**src/rtl/sequenciador_servo_pkg.sv**
```systemverilog
// Shared types and constants for the servo width-code sequencer.
// State encodings are fixed so db_estado can drive debug displays.
package sequenciador_servo_pkg;

  typedef enum logic [2:0] {
    INICIAL = 3'd0,
    PREPARA = 3'd1,
    ESPERA  = 3'd2,
    PAUSA   = 3'd3,
    FIM     = 3'd4
  } estado_t;

  localparam logic [1:0] L00 = 2'b00;
  localparam logic [1:0] L01 = 2'b01;
  localparam logic [1:0] L10 = 2'b10;
  localparam logic [1:0] L11 = 2'b11;

  localparam int DWELL_50MHZ = 50_000_000;

endpackage

```
**src/rtl/sequenciador_servo_if.sv**
```systemverilog
// Command and status bundle between the control side and the sequencer.
// master issues commands; slave is the sequencer itself.
interface sequenciador_servo_if;

  logic       iniciar;
  logic       pausar;
  logic       parar;
  logic [1:0] largura;
  logic       ativo;
  logic       pronto;
  logic [7:0] varreduras;
  logic [2:0] db_estado;

  modport master (
    output iniciar, pausar, parar,
    input  largura, ativo, pronto,
    input  varreduras, db_estado
  );

  modport slave (
    input  iniciar, pausar, parar,
    output largura, ativo, pronto,
    output varreduras, db_estado
  );

endinterface

```
**src/rtl/sequenciador_servo_contador_dwell.sv**
```systemverilog
// Modulo-M dwell counter; tc flags the last cycle of each dwell.
// clear wins over enable; a disabled counter holds its value.
module contador_dwell #(
  parameter int M = 4,
  parameter int W = $clog2(M)
) (
  input  logic         clock,
  input  logic         reset,
  input  logic         clear,
  input  logic         enable,
  output logic [W-1:0] count,
  output logic         tc
);

  assign tc = enable && (count == W'(M - 1));

  always_ff @(posedge clock or posedge reset) begin
    if (reset) begin
      count <= '0;
    end else if (clear) begin
      count <= '0;
    end else if (enable) begin
      count <= tc ? '0 : count + 1'b1;
    end
  end

endmodule

```
**src/rtl/sequenciador_servo.sv**
```systemverilog
// Ping-pong width-code sequencer 00-01-10-11-10-01-00 for the PWM stage.
// Every output comes straight from a register.
module sequenciador_servo
  import sequenciador_servo_pkg::*;
#(
  parameter int DWELL_CICLOS = DWELL_50MHZ,
  parameter int N_VARREDURAS = 2
) (
  input logic                 clock,
  input logic                 reset,
  sequenciador_servo_if.slave bus
);

  localparam int TW = $clog2(DWELL_CICLOS);

  estado_t       estado, proximo;
  logic [TW-1:0] timer;
  logic          passo;
  logic          limpa, conta;
  logic          desce, desce_n;
  logic [1:0]    largura, larg_n;
  logic [7:0]    varreduras, varr_n;
  logic          fim_ultima;
  logic          ativo, pronto;

  assign limpa = (estado == PREPARA);
  assign conta = (estado == ESPERA);

  contador_dwell #(
    .M (DWELL_CICLOS),
    .W (TW)
  ) u_dwell (
    .clock  (clock),
    .reset  (reset),
    .clear  (limpa),
    .enable (conta),
    .count  (timer),
    .tc     (passo)
  );

  always_comb begin
    assert (timer <= TW'(DWELL_CICLOS - 1));
  end

  // Position update; a sweep closes on the 01->00 step going down.
  always_comb begin
    larg_n     = largura;
    desce_n    = desce;
    varr_n     = varreduras;
    fim_ultima = 1'b0;
    if (estado == PREPARA) begin
      larg_n  = L00;
      desce_n = 1'b0;
      varr_n  = '0;
    end else if (passo) begin
      if (!desce) begin
        larg_n = largura + 2'd1;
        if (largura == L10) desce_n = 1'b1;
      end else begin
        larg_n = largura - 2'd1;
        if (largura == L01) begin
          desce_n = 1'b0;
          if (varreduras != 8'hFF) varr_n = varreduras + 8'd1;
          if (N_VARREDURAS != 0 &&
              32'(varr_n) == N_VARREDURAS)
            fim_ultima = 1'b1;
        end
      end
    end
    if (bus.parar && estado != INICIAL) larg_n = L00;
  end

  always_comb begin
    proximo = estado;
    unique case (estado)
      INICIAL: if (bus.iniciar) proximo = PREPARA;
      PREPARA: proximo = ESPERA;
      ESPERA: begin
        if (fim_ultima)      proximo = FIM;
        else if (bus.pausar) proximo = PAUSA;
      end
      PAUSA:   if (!bus.pausar) proximo = ESPERA;
      FIM:     proximo = INICIAL;
      default: proximo = INICIAL;
    endcase
    if (bus.parar) proximo = INICIAL;
  end

  always_ff @(posedge clock or posedge reset) begin
    if (reset) begin
      estado     <= INICIAL;
      largura    <= L00;
      desce      <= 1'b0;
      varreduras <= '0;
      ativo      <= 1'b0;
      pronto     <= 1'b0;
    end else begin
      estado     <= proximo;
      largura    <= larg_n;
      desce      <= desce_n;
      varreduras <= varr_n;
      ativo      <= (proximo != INICIAL);
      pronto     <= (proximo == FIM);
    end
  end

  assign bus.largura    = largura;
  assign bus.ativo      = ativo;
  assign bus.pronto     = pronto;
  assign bus.varreduras = varreduras;
  assign bus.db_estado  = estado;

endmodule
```
**src/flat_wrapper.sv**
```systemverilog
// flat-port wrapper written by rule: the top's interface ports become plain ports
module sequenciador_servo_flat import sequenciador_servo_pkg::*;
#(
  parameter int DWELL_CICLOS = DWELL_50MHZ,
  parameter int N_VARREDURAS = 2
)
  (clock, reset, bus_iniciar, bus_pausar, bus_parar, bus_largura, bus_ativo, bus_pronto, bus_varreduras, bus_db_estado);
  sequenciador_servo_if bus_i ();
  input logic clock;
  input logic reset;
  input wire logic [$bits(bus_i.iniciar)-1:0] bus_iniciar;
  input wire logic [$bits(bus_i.pausar)-1:0] bus_pausar;
  input wire logic [$bits(bus_i.parar)-1:0] bus_parar;
  output wire logic [$bits(bus_i.largura)-1:0] bus_largura;
  output wire logic [$bits(bus_i.ativo)-1:0] bus_ativo;
  output wire logic [$bits(bus_i.pronto)-1:0] bus_pronto;
  output wire logic [$bits(bus_i.varreduras)-1:0] bus_varreduras;
  output wire logic [$bits(bus_i.db_estado)-1:0] bus_db_estado;
  assign bus_i.iniciar = bus_iniciar;
  assign bus_i.pausar = bus_pausar;
  assign bus_i.parar = bus_parar;
  assign bus_largura = bus_i.largura;
  assign bus_ativo = bus_i.ativo;
  assign bus_pronto = bus_i.pronto;
  assign bus_varreduras = bus_i.varreduras;
  assign bus_db_estado = bus_i.db_estado;
  sequenciador_servo #(.DWELL_CICLOS(DWELL_CICLOS), .N_VARREDURAS(N_VARREDURAS)) u_core (.clock(clock), .reset(reset), .bus(bus_i));
endmodule
```
**config.mk**
```make
export PLATFORM = sky130hd
export DESIGN_NAME = sequenciador_servo_flat
export DESIGN_NICKNAME = d
export VERILOG_FILES = /design/src/rtl/sequenciador_servo_pkg.sv /design/src/rtl/sequenciador_servo_if.sv /design/src/rtl/sequenciador_servo_contador_dwell.sv /design/src/rtl/sequenciador_servo.sv /design/src/flat_wrapper.sv
export SDC_FILE = /design/constraint.sdc
export NUM_CORES = 1
export LEC_CHECK = 0
export BUFFER_PORTS_ARGS = -buffer_cell sky130_fd_sc_hd__buf_2
export CORE_UTILIZATION = 45
export DETAILED_ROUTE_END_ITERATION = 10
export PLACE_DENSITY = 0.66
export SYNTH_ARGS = -nofsm -noshare
export SYNTH_HDL_FRONTEND = slang
export SYNTH_SLANG_ARGS = --single-unit
```
**constraint.sdc**
```tcl
create_clock -name clock -period 4.6 [get_ports clock]
set_input_delay 0.46 -clock clock [delete_from_list [all_inputs] [get_ports clock]]
set_output_delay 0.46 -clock clock [all_outputs]
set_load 0.005 [all_outputs]
```
==> summary.md <==
| Metric | Value |
|---|---|
| Layout Nets | 283 |
| Setup tns final | 0 ns |
| Post-synth EDFFs | 0 |
| Routed Antenna Nets | 0 |
| CTS Buf Count | 5 |
| Final setup fails | 0 |
| Syn_nets | 267 |
| Fin. max-slew vios | 0 |
| Total core area | 0.00511 mm² |
| Largest net degree at the start of global routing | 43 |
| Fin. Hold Viols | 0 |
| Fraction of the yosys area taken by sequential cells | 0.440 |
| Post-layout min period | 2.46 ns |
| Routed vias | 2020 |
| Total Wirelength | 5170 µm |
| DR iter-0 viols | 179 |
| Vias/cell | 5.87 |
| Post-CTS Resized | 0 |
| Share of post-route cells with drive strength above 1 | 0.124 |
| Post-Syn Area per Cell | 9.26 µm² |
| Postcts setup bufs | 0 |
| Worst r2r src | u_core.u_dwell.count[16] |
| Finished Layout Cells | 344 |
| DR DRC count | 0 |
| Post-synth ARST share | 1.00 |
| Slew HR | 0.286 |
| Worst setup SP type | flip-flop |
| Top cell type by total area after synthesis | dfrtp_1 |
| Post-DP HPWL | 3570 µm |
| Syn Inst Count | 258 |
| CP Class | flip-flop to flip-flop |
| Final Skew | 0.0108 ns |
| Worst setup EP type | flip-flop |
| Overall power | 0.000751 W |
| Placed Instances | 337 |
| Storage cell area | 0.00105 mm² |
| Period Utilization, post-route | 0.534 |
| Clock root cell | clkbuf_8 |
| Grt total ovfl | 0 |
| Reg-to-Reg End | u_core.u_dwell.count[4] |
| CTS sink count | 42 |
| Die ar. | 0.00560 mm² |
| Syn-to-layout area delta | 11.0% |
| CTS tree | built |
| Top cells by area, synth | dfrtp_1, xor2_1, nand2_1 |
| Worst vdd ir | 0.000118 V |
| Most common cell after layout, fill and taps aside | dfrtp_1 |
| Power density cells | 283 mW/mm² |
| CP max FO | 16 |
| Row cnt | 26 |
| Worst Hold Class | input port to asynchronous set/reset pin |
| Initial antenna violation count | 0 |
| Worst-Skew Late Latency | 0.29 ns |
| Ys flop type | dfrtp_1 |
| Status | complete, no violations |
| Highest Clock Rate | 407 MHz |
| Max-Cap Viols | 0 |
| Area of the multi-input gates | 0.00127 mm² |
| DR WL/cell | 15.0 µm |
| Die H | 74.9 µm |
| R2R depth | 5 |
| Io pins | 20 |
| Hold-fix buffers, CTS | 0 |
| Most frequent cells in the layout | dfrtp_1, nand2_1, nor2_1, buf_2 |
| Max clock buf depth | 2 |
| GR Util met1 | 0.296 |
| First-pass GRT wire length | 8470 µm |
| Area fraction of the dominant cell type after synthesis | 0.440 |
| Static Leak | 1.14 nW |
| Worst endpoint required time | 4.75 ns |
| Gr usage total | 0.200 |
| Register-to-register setup slack | 2.14 ns |
| Post-synthesis register bit count | 42 |
| H-Tree Depth | 2 |
| Port Buffers | 19 |
| Worst Tran Pin Value | 1.06 ns |
| Worst Path Arrival | 2.61 ns |
| Grt met2 use | 0.303 |
| # diodes | 0 |
| Grt met3 use | 0.0281 |
| Ys Warns | 0 |
| Vias in the first global route | 1786 |
| Syn Std Cell Area | 0.00239 mm² |
| Placer congestion estimate | 0.863 |
| Synth unique cells | 41 |
| RSZ-0062 raised after global routing | no |
| Drt first pass iters | 4 |
| Clk slew on worst S/H paths | 0.08 ns |
| Busiest grt layer | met2 |
| Fillcell total | 482 |
| Die Wd | 74.9 µm |
| Post-Route Utilization | 0.519 |
| Initial Util | 0.468 |
how the worst max path moves through the flow:
| stage | startpoint | end | slack [ns] | cells past startpoint |
|---|---|---|---|---|
| floorplan | u_core.u_dwell.count[11] | u_core.bus.varreduras[0] | 2.49 | 5 |
| global placement | u_core.u_dwell.count[16] | u_core.u_dwell.count[13] | 2.16 | 5 |
| detailed placement | u_core.u_dwell.count[16] | u_core.u_dwell.count[16] | 2.13 | 5 |
| CTS | u_core.u_dwell.count[16] | u_core.u_dwell.count[16] | 2.10 | 5 |
| global route | u_core.u_dwell.count[16] | u_core.u_dwell.count[8] | 1.94 | 5 |
| finish | u_core.u_dwell.count[16] | u_core.u_dwell.count[4] | 2.14 | 5 |
per-stage QoR:
step                setup slack, ns  hold WS (ns)  cell area, µm²
detailed placement             2.13         0.481            2540
CTS                            2.10         0.305            2650
global route                   1.94         0.369            2650
finish                         2.14         0.278            2650
floorplan                      2.49         0.452            2390
global placement               2.16         0.480            2540
where the power goes:
part           internal [W]  switching, W
registers          0.000379     0.0000141
clock network      0.000174      0.000125
logic             0.0000213     0.0000383
total              0.000574      0.000177
area by class of cell:
class	instances	area share
Multi-Input combinational cell	199	0.479
Sequential cell	42	0.396
Timing Repair Buffer	21	0.0415
Tap cell	70	0.0330
Clock buffer	6	0.0311
Clock inverter	1	0.0113
Inverter	5	0.00708
synthesized netlist by cell type (2+ instances only):
cell type  count
and2_1         5
xnor2_1        8
and3_1         7
nor4b_1        2
or3_1          2
o21ai_0        8
nor4_4         2
a22o_1         4
and4_1         5
buf_2          2
a21oi_1        6
nor4_1         3
nand4_1       15
dfrtp_1       42
a41oi_1        7
nand2_1       26
xor2_1        15
a31oi_1        7
nand4b_1       2
nor3_1        14
mux2i_1        2
clkbuf_1       9
inv_1          5
ha_1           4
nand3_1       15
nor2_1        25
nor3b_1        2
state kept, by name (all words and copies together), names as in the netlist:
name                   flops
u_core.bus.pronto          1
u_core.u_dwell.count      26
u_core.bus.varreduras      8
u_core.bus.largura         2
u_core.bus.ativo           1
u_core.bus.db_estado       3
u_core.desce               1
logic make-up after synthesis:
family                     Yosys count  synth area share
AOI/OAI and AO/OA                   39             0.112
xor gates and xnor gates            23            0.0843
adders and majority gates            4            0.0210
buffers and inverters               17            0.0278
DFF                                 42             0.440
muxes                                2           0.00838
and+or+nand+nor                    131             0.307
routing by layer:
layer  vias up  wire [µm]
met1       971       2600
met5         -          0
met2        63       2310
li1        984          -
met4         0         22
met3         2        246
worst max-delay path: stages, from the launching register on:
cell     delay [ns]
dfrtp_1        0.44
or4b_1         0.58
nor4_4         0.41
nand3_1        0.28
nand2_1        0.50
nor2_1         0.11
(Power assumes the default switching activity.)
